`src/rtl/pmp_csr_file.sv`:
```
// pmp_csr_file: CSR-side owner of the pmpcfg/pmpaddr state used by the PMP checker.
// Each access runs IDLE -> EXEC -> RESP. The write commits at the end of EXEC, after
// the WARL and lock filters have been applied.
// Optional feature: define PMP_WR_ERR_EN to flag lock-filtered writes with err=1.
//
// state | meaning
// IDLE  | ready=1, waiting for io_csr_req; latches we/addr/wdata on accept
// EXEC  | decode, lock check, commit write, register response
// RESP  | rvalid=1 for exactly this cycle
module pmp_csr_file #(
    parameter int          VLEN    = 31,
    parameter int          PMP_CNT = 16,
    parameter logic [1:0]  A1_TOR  = 2'b01
) (
    input  logic                          io_clk,
    input  logic                          io_rst_n,
    input  logic                          io_csr_req,
    input  logic                          io_csr_we,
    input  logic [11:0]                   io_csr_addr,
    input  logic [31:0]                   io_csr_wdata,
    output logic                          io_csr_ready,
    output logic                          io_csr_rvalid,
    output logic [31:0]                   io_csr_rdata,
    output logic                          io_csr_err,
    output logic [PMP_CNT-1:0][7:0]       io_pmpcfg,
    output logic [PMP_CNT-1:0][VLEN:0]    io_pmpaddr
);

    localparam int IW = $clog2(PMP_CNT);

`ifdef PMP_WR_ERR_EN
    localparam logic WR_ERR = 1'b1;
`else
    localparam logic WR_ERR = 1'b0;
`endif

    typedef enum logic [1:0] {ST_IDLE, ST_EXEC, ST_RESP} state_t;

    state_t                      state;
    logic                        lat_we;
    logic [11:0]                 lat_addr;
    logic [31:0]                 lat_wdata;

    logic [PMP_CNT-1:0][7:0]     next_cfg;
    logic [PMP_CNT-1:0][VLEN:0]  next_addr;
    logic [31:0]                 resp_rdata;
    logic                        resp_err;
    logic                        lock_hit;
    logic                        addr_lock;
    logic                        is_cfg;
    logic                        is_addr;
    logic [IW-1:0]               ci;
    logic [IW-1:0]               ai;
    logic [IW-1:0]               an;
    int                          idx;

    // WARL: reserved bits read as zero, W=1 without R is not a legal combination
    function automatic logic [7:0] legal_cfg(input logic [7:0] b);
        logic [7:0] v;
        v = b & 8'h9F;
        if (v[1:0] == 2'b10) v[1:0] = 2'b00;
        return v;
    endfunction

    assign idx     = int'({28'd0, lat_addr[3:0]});
    assign is_cfg  = (lat_addr[11:4] == 8'h3A) && (idx < PMP_CNT / 4);
    assign is_addr = (lat_addr[11:4] == 8'h3B) && (idx < PMP_CNT);

    // Decode the latched request against pre-write register values and form the commit/response
    always_comb begin
        next_cfg   = io_pmpcfg;
        next_addr  = io_pmpaddr;
        resp_rdata = '0;
        resp_err   = 1'b0;
        lock_hit   = 1'b0;
        addr_lock  = 1'b0;
        ci         = '0;
        ai         = '0;
        an         = '0;
        if (is_cfg) begin
            for (int j = 0; j < 4; j++) begin
                ci = IW'(idx * 4 + j);
                if (lat_we) begin
                    if (io_pmpcfg[ci][7]) lock_hit = 1'b1;
                    else                  next_cfg[ci] = legal_cfg(lat_wdata[8*j +: 8]);
                end
                resp_rdata[8*j +: 8] = next_cfg[ci];
            end
        end else if (is_addr) begin
            ai        = IW'(idx);
            addr_lock = io_pmpcfg[ai][7];
            // the next entry in TOR mode uses this address as its base, so its lock covers it too
            if (idx < PMP_CNT - 1) begin
                an = IW'(idx + 1);
                if (io_pmpcfg[an][7] && (io_pmpcfg[an][4:3] == A1_TOR)) addr_lock = 1'b1;
            end
            if (lat_we) begin
                if (addr_lock) lock_hit = 1'b1;
                else           next_addr[ai] = lat_wdata[VLEN:0];
            end
            resp_rdata = 32'(next_addr[ai]);
        end else begin
            resp_err = 1'b1;
        end
        resp_err = resp_err | (WR_ERR & lock_hit);
    end

    // Access sequencer with registered handshake outputs and state commit
    always_ff @(posedge io_clk or negedge io_rst_n) begin
        if (!io_rst_n) begin
            state         <= ST_IDLE;
            lat_we        <= 1'b0;
            lat_addr      <= '0;
            lat_wdata     <= '0;
            io_csr_ready  <= 1'b1;
            io_csr_rvalid <= 1'b0;
            io_csr_rdata  <= '0;
            io_csr_err    <= 1'b0;
            io_pmpcfg     <= '0;
            io_pmpaddr    <= '0;
        end else begin
            case (state)
                ST_IDLE: begin
                    io_csr_rvalid <= 1'b0;
                    if (io_csr_req) begin
                        lat_we       <= io_csr_we;
                        lat_addr     <= io_csr_addr;
                        lat_wdata    <= io_csr_wdata;
                        io_csr_ready <= 1'b0;
                        state        <= ST_EXEC;
                    end
                end
                ST_EXEC: begin
                    io_pmpcfg     <= next_cfg;
                    io_pmpaddr    <= next_addr;
                    io_csr_rdata  <= resp_rdata;
                    io_csr_err    <= resp_err;
                    io_csr_rvalid <= 1'b1;
                    state         <= ST_RESP;
                end
                ST_RESP: begin
                    io_csr_rvalid <= 1'b0;
                    io_csr_ready  <= 1'b1;
                    state         <= ST_IDLE;
                end
                default: begin
                    io_csr_rvalid <= 1'b0;
                    io_csr_ready  <= 1'b1;
                    state         <= ST_IDLE;
                end
            endcase
        end
    end

endmodule
```
`config.mk`:
```
export PLATFORM = sky130hd
export DESIGN_NAME = pmp_csr_file
export DESIGN_NICKNAME = d
export VERILOG_FILES = /design/src/rtl/pmp_csr_file.sv
export SDC_FILE = /design/constraint.sdc
export NUM_CORES = 2
export LEC_CHECK = 0
export CAP_MARGIN = 40
export CORE_MARGIN = 5
export CORE_UTILIZATION = 48
export DETAILED_ROUTE_END_ITERATION = 7
export PLACE_DENSITY = 0.77
export SLEW_MARGIN = 20
export SYNTH_ARGS = -nofsm -noshare
export SYNTH_HDL_FRONTEND = slang
export SYNTH_SLANG_ARGS = --single-unit
```
`constraint.sdc`:
```
create_clock -name io_clk -period 4.4 [get_ports io_clk]
set_input_delay 0.88 -clock io_clk [delete_from_list [all_inputs] [get_ports io_clk]]
set_output_delay 0.88 -clock io_clk [all_outputs]
set_load 0.05 [all_outputs]
```
==> results <==
- The run finished, with violations left.
- The checks that failed: DRC.
- The detailed router finished its first iteration with around 3700 violations.
- For the pin with the worst max-slew slack, the measured transition is 1.019 ns.
- Across all register-to-register paths, the minimum setup slack is between 0.2 and 0.25 ns.
- The synthesis-stage register bit count is 722.
- The total setup violations reported at the end of the flow is 0.
- The clock passes through at most 3 buffers.
- The setup slack after placement is -0.1145 ns.
- IR analysis of the VDD net gives a maximum drop of approximately 0.25 mV.
- The die area is a little under 0.09 mm^2.
- The worst register-to-register path begins at lat_addr[0]$_DFFE_PN0P_.
- The total of fill cells in the finished design is between 6000 and 7000.
- By area, the combinational part of the netlist is dominated by multiplexers.
- STA classifies the critical path startpoint as a flop.
- The critical path is of the reg -> reg type.
- Of all cell types, the one taking the most synthesized area is sky130_fd_sc_hd__dfrtp_1.
- The H-tree was split into 3 levels.
- The total global routing overflow is 0.
- The hold violation count in the final report came to 0.
- The count of flip-flops with a built-in enable after synthesis is 0.
- After clock tree synthesis, the clock-pin slew on the worst setup and hold paths is roughly 0.070 ns.
- In this run the mean area of a mapped cell was ~12 um^2.
- The register area is roughly 0.018 mm^2.
- In the layout the commonest cells are sky130_fd_sc_hd__clkdlybuf4s50_1 (721), sky130_fd_sc_hd__dfrtp_1 (719), sky130_fd_sc_hd__mux2_2 (669), sky130_fd_sc_hd__mux2i_1 (461), sky130_fd_sc_hd__nand2_1 (377).
- The quantity of hold-fixing buffers added after cts is 0.
- For this run, asynchronously set or reset flops after synthesis account for between 90% and 100%.
- The xor-xnor portion of the synthesized cell area is less than 1%.
- Once placement finished, the instance area stood at roughly 0.05 mm^2.
- Summed over all layers, the routed wires come to about 170 mm.
- The finished cells cover 0.05127 mm^2.
- The signal on the critical path passes through inv_2, ha_1, buf_12, mux4_2, or3_1, o22ai_4, buf_4, buf_4, nor3_4, buf_12, mux2_2, nor2_1, a31oi_1, o221ai_1, o21ai_1.
- Once the floorplan was initialized, standard cells occupied 48.52% of the core.
- The number of detailed-routing iterations run before antenna repair is 8.
- Of all nets on the critical path, the largest fanout is 21.
- The net count after synthesis is 3416.
- The cell area after synthesis is 0.03915 mm^2.
- The type of the tightest min-delay check is in -> async.
- The number of different library cells in the post-synthesis netlist is 73.
- TritonCTS built the clock tree.
- The number of antenna violations at the first check in global routing is 2.
- The most instantiated flip-flop cell in the synthesis netlist is sky130_fd_sc_hd__dfrtp_1.
- The cell chosen for the clock root is sky130_fd_sc_hd__clkbuf_16.
- The number of max-slew violations in the final report is 0.
- For this block, the via count after detailed routing is 33640.
- For this run, the slowest stage of the critical path takes 0.68 ns.
- For this run, the number of Yosys warnings is 0.
- Counting the buffers created by CTS gives 80.
- The routed wire length per instance is between 30 and 40 um.
- The die is just under 300 um tall.
- The area growth from synthesis to final layout is 30.96%.
- The cell count after synthesis came out at between 3000 and 4000.
- Wire segments on met2 add up to between 70 and 80 mm in the final route.
- After floorplanning, the core was divided into roughly 100 placement rows.
- Summing the areas of all compound-gate instances in the mapped netlist gives approximately 7.0% of the synthesized area.
- Wire segments on met3 add up to roughly 18 mm in the final route.
- Max-cap violations in this run came to 0.
- The logic depth of the worst register-to-register path is 15.
- The worst path meets setup with approximately 0.22 ns of slack.
- For this run, the register share of the synthesized area comes to 46.16%.
- The basic-gate share of the synthesized area counting and, or, nand and nor cells is slightly below 8%.
- The type of element capturing the critical path is a flop.
- The tree built by TritonCTS fans out to about 720 sinks.
- The area occupied by multi-input gates is 0.01967 mm^2.
- The via count of the first global-routing pass was 33420.
- The synthesized netlist devotes 0.1278% of its cell area to adder and majority cells.
- The largest individual stage delay along the critical path comes from the cell sky130_fd_sc_hd__o221ai_1.
- The first-pass GRT wire length is between 200 and 250 mm.
- The detail route stage leaves a number of antenna-violating nets equal to 0.
- For this run, design rule violations remaining after detail routing come to 1.
- The worst path arrival time is between 4 and 5 ns.
- The number of cells after detailed placement is between 5000 and 6000.
- The commonest non-fill, non-tap cell in the layout is sky130_fd_sc_hd__clkdlybuf4s50_1.
- The minimum hold slack is 0.3091 ns.
- The post-layout minimum cycle time is 4.177 ns.
- Cells with a size suffix above 1 make up around 28% of the layout.
- The top achievable clock speed is between 200 and 250 MHz.
- In the final routing, the length of wire on met1 measures 62.24 mm.
- Setup repair after global routing left no endpoint under its margin.
- The number of standard cells in the final layout excluding fillers is approximately 5200.
- For the worst setup path, the data required time is between 4 and 5 ns.
- The worst flop-to-flop path endpoint is io_csr_rdata[21]$_DFFE_PN0P_.
- The share of the clock period used by the worst path after layout is ~95%.
- Measured against the total synthesized area, the mux share comes to roughly a third.
- In this run the tightest slew margin relative to its limit is between 30% and 40%.
- The detailed-route vias per instance is roughly 6.5.
- The final setup skew is approximately 0.020 ns.
- The top-area cell type share of the netlist area is around 46%.
- After synthesis, the cell types taking the most area are sky130_fd_sc_hd__dfrtp_1 (46%), sky130_fd_sc_hd__mux2_2 (19%), sky130_fd_sc_hd__mux2i_1 (12%).
- In this run the top signal layer used is met5.
- The design draws approximately 19 mW.
- The I/O pin total is between 700 and 800.
- Global routing used between 30% and 40% of the available tracks across all layers.
- The cell leakage power is 22.60 nW.
- The die is ~300 um wide.
- The count of input and output buffers is a little over 700.
- The global placer's final weighted congestion is 1.022.
- The later pin in the worst-skew pair is clocked with a latency of between 0.6 and 0.7 ns.
- Once detailed placement completed, the half-perimeter wirelength came to roughly 130 mm.
- Entering global routing, the biggest net connects 97 pins.
- The total setup buffers inserted after CTS is 0.
- In the final design database the tool counted between 4000 and 5000 nets.
- The area of the core is roughly 0.081 mm^2.
- The power per cell area is between 300 and 400 mW/mm^2.
==> per-layer routing <==
| metal | track usage, % | vias to the layer above |
|---|---|---|
| li1 | - | 13700 |
| met1 | 47.80 | 17220 |
| met2 | 60.13 | 2199 |
| met3 | 9.443 | 514 |
| met4 | 21.97 | 4 |
| met5 | 0 | - |
==> cell type report <==
class / count / area share, %
sequential: 722 / 35.26
clock buffer: 117 / 4.630
tap: 1060 / 2.587
multi-input combinational: 2284 / 38.37
clock inverter: 23 / 0.4857
antenna: 2 / 0.009762
inverter: 16 / 0.1171
timing repair buffer: 965 / 18.54
==> metrics by stage <==
step | setup TNS (ns) | util [%]
detailed placement | -0.1145 | 60.21
global placement | -0.08304 | 59.93
floorplan | 0 | -
finish | 0 | 63.55
global route | 0 | 63.54
CTS | 0 | 63.46
==> how the worst max path moves through the flow <==
stage          cells after the start                      endpoint                     from
6_report                          15  io_csr_rdata[21]$_DFFE_PN0P_  lat_addr[0]$_DFFE_PN0P_
3_5_place_dp                      14  io_csr_rdata[20]$_DFFE_PN0P_  lat_addr[0]$_DFFE_PN0P_
3_3_place_gp                      14  io_csr_rdata[20]$_DFFE_PN0P_  lat_addr[0]$_DFFE_PN0P_
5_1_grt                           14  io_csr_rdata[20]$_DFFE_PN0P_  lat_addr[0]$_DFFE_PN0P_
4_1_cts                           14  io_csr_rdata[20]$_DFFE_PN0P_  lat_addr[0]$_DFFE_PN0P_
2_1_floorplan                     18  io_csr_rdata[20]$_DFFE_PN0P_  lat_addr[0]$_DFFE_PN0P_
==> registers in the layout, indices dropped and copies added, names as in the netlist <==
signal and cells:
lat_we 1, io_pmpcfg 128, io_csr_err 1, lat_addr 12, state 2, lat_wdata 32
io_csr_ready 1, io_csr_rvalid 1, io_csr_rdata 32, io_pmpaddr 512
==> where the power goes <==
group | leakage (nW) | switching (mW) | internal, mW | total, mW
sequential | 9.97 | 0.336 | 6.78 | 7.12
clock | 1.29 | 2.85 | 3.97 | 6.82
combinational | 11.3 | 3.25 | 1.59 | 4.84
total | 22.6 | 6.44 | 12.3 | 18.8
==> repair_timing <==
item	in CTS	in global routing
resized for setup	1	1
hold endpoints to repair	0	0
setup endpoints to repair	1	1
==> cell usage after synthesis, drive strengths merged, types with 30 or more instances <==
cell type  instances
mux2i            461
dfrtp            721
clkbuf           207
mux4              61
buf              135
a31oi             50
nand2            378
nand3             45
a21oi             70
and2              32
nor2              97
o21ai             87
mux2             672
nand4             30
==> logic make-up after synthesis <==
group,count (synthesis)
compound gates,403
xor+xnor,3
fa+ha+maj,4
buf+inv,358
flops,722
mux,1194
simple gates,680
==> worst max-delay path, delay by kind of cell, from the launching register on <==
kind | cells | cell delay (ns)
muxes | 2 | 0.59
adders and majority gates | 1 | 0.33
and+or+nand+nor | 3 | 0.52
buffers and inverters | 5 | 0.94
DFF | 1 | 0.51
AOI/OAI and AO/OA | 4 | 1.10
(Power assumes the default switching activity.)
